## src/rtl/div_unit_if.sv

```systemverilog
// Operand/result bundle between the EX stage and the multi-cycle divider.
// start_i is a level request accepted when the divider can take it; busy_o stalls the pipeline meanwhile; ready_o pulses once when results update.
interface div_unit_if;
  logic        start_i;
  logic        signed_i;
  logic        annul_i;
  logic [31:0] dividend_i;
  logic [31:0] divisor_i;
  logic        busy_o;
  logic        ready_o;
  logic [31:0] quotient_o;
  logic [31:0] remainder_o;

  modport master (
    output start_i, signed_i, annul_i, dividend_i, divisor_i,
    input  busy_o, ready_o, quotient_o, remainder_o
  );

  modport slave (
    input  start_i, signed_i, annul_i, dividend_i, divisor_i,
    output busy_o, ready_o, quotient_o, remainder_o
  );
endinterface

```

## src/rtl/div_unit.sv

```systemverilog
// Restoring radix-2 32-bit divider (DIV/DIVU): quotient to LO, remainder to HI.
// One quotient bit per cycle; divide-by-zero finishes in a single cycle.
module div_unit (
  input  logic       clk_i,
  input  logic       rst_i,
  div_unit_if.slave  div,
  output logic [1:0] state_o
);
  typedef enum logic [1:0] {
    IDLE = 2'd0,
    CALC = 2'd1,
    DONE = 2'd2
  } state_e;

  state_e      state_q, state_d;
  logic [31:0] quo_q, dvs_q, rem_q;
  logic [5:0]  cnt_q;
  logic        neg_q_q, neg_r_q;

  logic        accept, div_zero, last_iter;
  logic [31:0] dvd_abs, dvs_abs;
  logic [31:0] rem_shift, rem_sub, rem_next, quo_next;
  logic [31:0] q_fin, r_fin;
  logic        q_bit;

  // Operand setup and one restoring step; rem_q[31] acts as the 33rd
  // partial-remainder bit so the compare never overflows.
  always_comb begin
    accept    = div.start_i & ~div.annul_i & ((state_q == IDLE) | (state_q == DONE));
    div_zero  = (div.divisor_i == 32'd0);
    last_iter = (cnt_q == 6'd31);
    dvd_abs   = (div.signed_i & div.dividend_i[31]) ? (32'd0 - div.dividend_i) : div.dividend_i;
    dvs_abs   = (div.signed_i & div.divisor_i[31])  ? (32'd0 - div.divisor_i)  : div.divisor_i;
    rem_shift = {rem_q[30:0], quo_q[31]};
    q_bit     = rem_q[31] | (rem_shift >= dvs_q);
    rem_sub   = rem_shift - dvs_q;
    rem_next  = q_bit ? rem_sub : rem_shift;
    quo_next  = {quo_q[30:0], q_bit};
    q_fin     = neg_q_q ? (32'd0 - quo_next) : quo_next;
    r_fin     = neg_r_q ? (32'd0 - rem_next) : rem_next;
  end

  always_ff @(posedge clk_i) begin
    if (!rst_i) state_q <= IDLE;
    else        state_q <= state_d;
  end

  always_comb begin
    state_d    = state_q;
    div.busy_o = 1'b0;
    case (state_q)
      IDLE:    if (accept) state_d = div_zero ? DONE : CALC;
      CALC:    if (last_iter) state_d = DONE;
      DONE:    state_d = accept ? (div_zero ? DONE : CALC) : IDLE;
      default: state_d = IDLE;
    endcase
    if (div.annul_i) state_d = IDLE;
    div.busy_o = rst_i & ((accept & ~div_zero) | ((state_q == CALC) & ~div.annul_i));
  end

  always_ff @(posedge clk_i) begin
    if (!rst_i) begin
      quo_q           <= 32'd0;
      dvs_q           <= 32'd0;
      rem_q           <= 32'd0;
      cnt_q           <= 6'd0;
      neg_q_q         <= 1'b0;
      neg_r_q         <= 1'b0;
      div.ready_o     <= 1'b0;
      div.quotient_o  <= 32'd0;
      div.remainder_o <= 32'd0;
    end else begin
      div.ready_o <= 1'b0;
      if (accept) begin
        quo_q   <= dvd_abs;
        dvs_q   <= dvs_abs;
        rem_q   <= 32'd0;
        cnt_q   <= 6'd0;
        neg_q_q <= div.signed_i & (div.dividend_i[31] ^ div.divisor_i[31]);
        neg_r_q <= div.signed_i & div.dividend_i[31];
        if (div_zero) begin
          div.ready_o     <= 1'b1;
          div.quotient_o  <= 32'hFFFF_FFFF;
          div.remainder_o <= div.dividend_i;
        end
      end else if ((state_q == CALC) && !div.annul_i) begin
        quo_q <= quo_next;
        rem_q <= rem_next;
        cnt_q <= cnt_q + 6'd1;
        if (last_iter) begin
          div.ready_o     <= 1'b1;
          div.quotient_o  <= q_fin;
          div.remainder_o <= r_fin;
        end
      end
    end
  end

  assign state_o = state_q;
endmodule

```

## src/flat_wrapper.sv

```systemverilog
// flat-port wrapper written by rule: the top's interface ports become plain ports
module div_unit_flat 
  (clk_i, rst_i, state_o, div_start_i, div_signed_i, div_annul_i, div_dividend_i, div_divisor_i, div_busy_o, div_ready_o, div_quotient_o, div_remainder_o);
  div_unit_if div_i ();
  input  logic clk_i;
  input  logic rst_i;
  output logic [1:0] state_o;
  input wire logic [$bits(div_i.start_i)-1:0] div_start_i;
  input wire logic [$bits(div_i.signed_i)-1:0] div_signed_i;
  input wire logic [$bits(div_i.annul_i)-1:0] div_annul_i;
  input wire logic [$bits(div_i.dividend_i)-1:0] div_dividend_i;
  input wire logic [$bits(div_i.divisor_i)-1:0] div_divisor_i;
  output wire logic [$bits(div_i.busy_o)-1:0] div_busy_o;
  output wire logic [$bits(div_i.ready_o)-1:0] div_ready_o;
  output wire logic [$bits(div_i.quotient_o)-1:0] div_quotient_o;
  output wire logic [$bits(div_i.remainder_o)-1:0] div_remainder_o;
  assign div_i.start_i = div_start_i;
  assign div_i.signed_i = div_signed_i;
  assign div_i.annul_i = div_annul_i;
  assign div_i.dividend_i = div_dividend_i;
  assign div_i.divisor_i = div_divisor_i;
  assign div_busy_o = div_i.busy_o;
  assign div_ready_o = div_i.ready_o;
  assign div_quotient_o = div_i.quotient_o;
  assign div_remainder_o = div_i.remainder_o;
  div_unit u_core (.clk_i(clk_i), .rst_i(rst_i), .div(div_i), .state_o(state_o));
endmodule
```

## config.mk

```make
export PLATFORM = sky130hd
export DESIGN_NAME = div_unit_flat
export DESIGN_NICKNAME = d
export VERILOG_FILES = /design/src/rtl/div_unit_if.sv /design/src/rtl/div_unit.sv /design/src/flat_wrapper.sv
export SDC_FILE = /design/constraint.sdc
export NUM_CORES = 1
export LEC_CHECK = 0
export CORE_MARGIN = 10
export CORE_UTILIZATION = 45
export DETAILED_ROUTE_END_ITERATION = 10
export PLACE_DENSITY_LB_ADDON = 0.12
export SLEW_MARGIN = 20
export SYNTH_ARGS = -nofsm -noshare
export SYNTH_HDL_FRONTEND = slang
export SYNTH_SLANG_ARGS = --single-unit
export TNS_END_PERCENT = 30
```

## constraint.sdc

```tcl
create_clock -name clk_i -period 6.6 [get_ports clk_i]
set_input_delay 1.32 -clock clk_i [delete_from_list [all_inputs] [get_ports clk_i]]
set_output_delay 1.32 -clock clk_i [all_outputs]
set_load 0.01 [all_outputs]
```

==> impl_results.md <==
- Status: finished clean
- First-pass DRT Iterations: 6
- Placement Setup Slack: 0.6867 ns
- Largest area contributor in the netlist: dfxtp_1
- Vias per cell: 6.076
- Longest Clk Path Bufs: 2
- Global-route wire length before repair: 63,740 um
- Max VDD drop: 167.2 uV
- Vias in the first global route: 11,450
- FF+latch area: 0.003423 mm2
- Setup tns final: 0 ns
- Drt drc: 0
- CP Class: in -> out
- Post-CTS resize count: 0
- Critical Path End Type: output port
- Layout cells sized above 1: 0.05009
- Final hold vios: 0
- Hpwl dp: 29,770 um
- Synthesized area per cell: 7.404 um2
- Worst-path clk slew: 0.08 ns
- Total grt overflow: 0
- H-tree Lvls: 4
- Synth Warn #: 0
- Initial Utilization: 0.4559
- Final Setup Violations: 0
- Final Skew: 0.01755 ns
- Hold buffer count at cts: 0
- Core footprint: 0.02598 mm2
- Port Buffers: 136
- TritonCTS clock tree: yes
- Ys async rst share: 0
- DRT iter0 DRCs: 1,361
- Final #Nets: 1,771
- Setup ws final: 0.6708 ns
- Die W: 182.3 um
- Detail Route Antenna Nets: 0
- Most common cell in the synthesized netlist: nand2_1
- Worst hold path type: reg -> reg
- Total track usage: 0.2329
- Routability cong.: 0.8975
- RSZ-0062 raised after global routing: no
- # rows: 59
- Fin crit share: 0.8984
- Layout filler cell count: 2,556
- Syn_nets: 1,707
- RR Startpoint: u_core.quo_q[31]
- Max Cap Viol: 0
- Clk root buf: clkbuf_16
- N_diodes: 0
- Num CTS Buffers: 17
- Total wire length: 40,050 um
- Synth cell types: 74
- Top cell by count, worst path: nor2_1
- Pins Over Slew Limit: 0
- Buf+Inv Stages, Crit Path: 4
- Top_reg_cell synth: dfxtp_1
- Crit-path slowest cell: or4_1
- Die H: 182.3 um
- Cells after synthesis: 1,600
- R2R Path End: u_core.div.remainder_o[28]
- Cell area after placement: 0.01335 mm2
- FMAX: 168.7 MHz
- IO Count: 137
- Initial antenna violation count: 0
- Commonest cells post-synth: nand2_1 (193), nor2_1 (190), dfxtp_1 (171), a21oi_1 (130), o21ai_0 (106)
- Hold_sp: u_core.dvs_q[31]
- Hold endpoint: u_core.dvs_q[31]
- Clock latency on the worst-skew pair: 0.45 ns
- WL/cell: 19.91 um
- Final Instance Area: 0.01395 mm2
- Share of the synthesized area in the top cell type: 0.2890
- Via count: 12,230
- Postcts setup bufs: 0
- Critical-path cell list: clkdlybuf4s50_1 > inv_1 > ha_1 > nand2_1 > nor3_1 > nand2_1 > or4_1 > nor4_1 > buf_4 > nor2_1 > nor2_1 > nor2_1 > clkdlybuf4s50_1
- Total clock sinks: 171
- R2R depth: 20
- Maximum number of pins on one net before global-route repair: 95
- Synthesized area: 0.01185 mm2
- Top post-synthesis cells by area: dfxtp_1 (29%), nand2_1 (6.1%), nor2_1 (6.0%)
- Worst EP required: 5.28 ns
- Total power per unit cell area: 211.3 mW/mm2
- Die Area: 0.03322 mm2
- Slowest stage delay, CP: 0.65 ns
- Leakage power: 0.004914 uW
- Post-synth EDFFs: 0
- Worst Max-Slew Pin Slew: 1.111 ns
- CP top delay family: simple AND/OR/NAND/NOR gates
- Area Growth Syn to Fin: 17.77%
- Dpl cells: 1,980
- Worst hold stages: 2
- Max FO, Critical Path: 5
- Final Critical Period: 5.929 ns
- Multi-input logic area: 0.007807 mm2
- Non-filler instance count after layout: 2,012
- Type of origin of the critical path: input pin
- Slew HR: 0.2593
- Yosys reg bits: 171
- Critical Path AT: 4.61 ns
- Setup slack, reg-to-reg: 1.12 ns
- Register area share after synthesis: 0.2890
## power breakdown
group	leakage (uW)	total (uW)	internal [uW]	switching (uW)
logic	0.00323	811	304	507
registers	0.00139	1100	1060	35.9
clock network	0.000293	1040	512	526
total	0.00491	2950	1880	1070
## worst max-delay path by stage
stage / cells past startpoint / startpoint / end
2_1_floorplan: 24 / u_core.quo_q[31] / u_core.div.remainder_o[28]
3_5_place_dp: 13 / div_divisor_i[0] / div_busy_o
3_3_place_gp: 13 / div_divisor_i[0] / div_busy_o
5_1_grt: 13 / div_divisor_i[0] / div_busy_o
4_1_cts: 13 / div_divisor_i[0] / div_busy_o
6_report: 13 / div_divisor_i[0] / div_busy_o
## registers in the layout (all words and copies together), names as in the netlist
name                    flops
u_core.dvs_q               32
u_core.div.remainder_o     32
u_core.quo_q               32
u_core.state_o              2
u_core.neg_q_q              1
u_core.div.ready_o          1
u_core.neg_r_q              1
u_core.div.quotient_o      32
u_core.rem_q               32
u_core.cnt_q                6
## layout by cell type, fill, tap and decap left out, types with 4 or more instances in the layout
cell,synthesis,final
and2_1,9,9
or2_2,11,11
a41oi_1,7,7
clkinv_8,0,7
or3_1,27,27
o21ai_0,106,106
inv_6,0,6
nor3_1,37,37
nor2b_1,6,6
nand2b_1,13,13
and3_1,9,9
clkbuf_16,0,17
and4_1,4,4
or4_1,15,15
nor2_1,190,189
xnor2_1,68,68
a211oi_1,55,55
nor4_1,19,19
o22ai_1,5,5
o31ai_1,23,23
xor2_1,64,64
o21a_1,7,7
a31oi_1,22,22
a311oi_1,46,46
o211ai_1,12,12
nand4_1,16,16
inv_1,57,57
a211o_1,6,6
buf_4,0,15
ha_1,37,37
o41ai_1,17,17
mux2i_1,14,14
a21o_1,13,12
a21oi_1,130,129
dfxtp_1,171,171
a221oi_1,7,7
nand2_1,193,193
clkdlybuf4s50_1,0,136
nand3_1,17,17
## worst min-delay path, cell delays in order, from the launching register on
cell and delay (ns):
dfxtp_1 0.32, nand2_1 0.05, a21oi_1 0.05
## cells by family after synthesis
family | count (synthesis) | synth area share
and+or+nand+nor | 584 | 0.2271
buffers and inverters | 165 | 0.05408
DFF | 171 | 0.2890
xor gates and xnor gates | 132 | 0.09759
AOI/OAI and AO/OA | 495 | 0.2787
adders and majority gates | 38 | 0.04077
muxes | 15 | 0.01278
## final cells by class
| cell class | instances | share of cell area |
|---|---|---|
| Inverter | 59 | 0.01587 |
| Clock inverter | 15 | 0.01291 |
| Multi-Input combinational cell | 1264 | 0.5596 |
| Sequential cell | 171 | 0.2454 |
| Timing Repair Buffer | 151 | 0.1056 |
| Tap cell | 335 | 0.03004 |
| Clock buffer | 17 | 0.03049 |
## through the flow
| step | util | total power, uW | hold WS (ns) |
|---|---|---|---|
| 2_1_floorplan | - | 1681 | 0.4319 |
| 3_3_place_gp | 0.5136 | 1909 | 0.4414 |
| 3_5_place_dp | 0.5136 | 1918 | 0.4522 |
| 4_1_cts | 0.5369 | 2947 | 0.4615 |
| 5_1_grt | 0.5369 | 3083 | 0.4866 |
| 6_report | 0.5369 | 2948 | 0.4609 |
## routing by layer
layer	track usage	part of all wire	vias up
met1	0.3114	0.44	5767
met4	0.05727	0.018	0
li1	-	-	5951
met3	0.03284	0.067	46
met5	0	0	-
met2	0.3856	0.47	461
No activity file was read; power rests on OpenSTA's default activity.
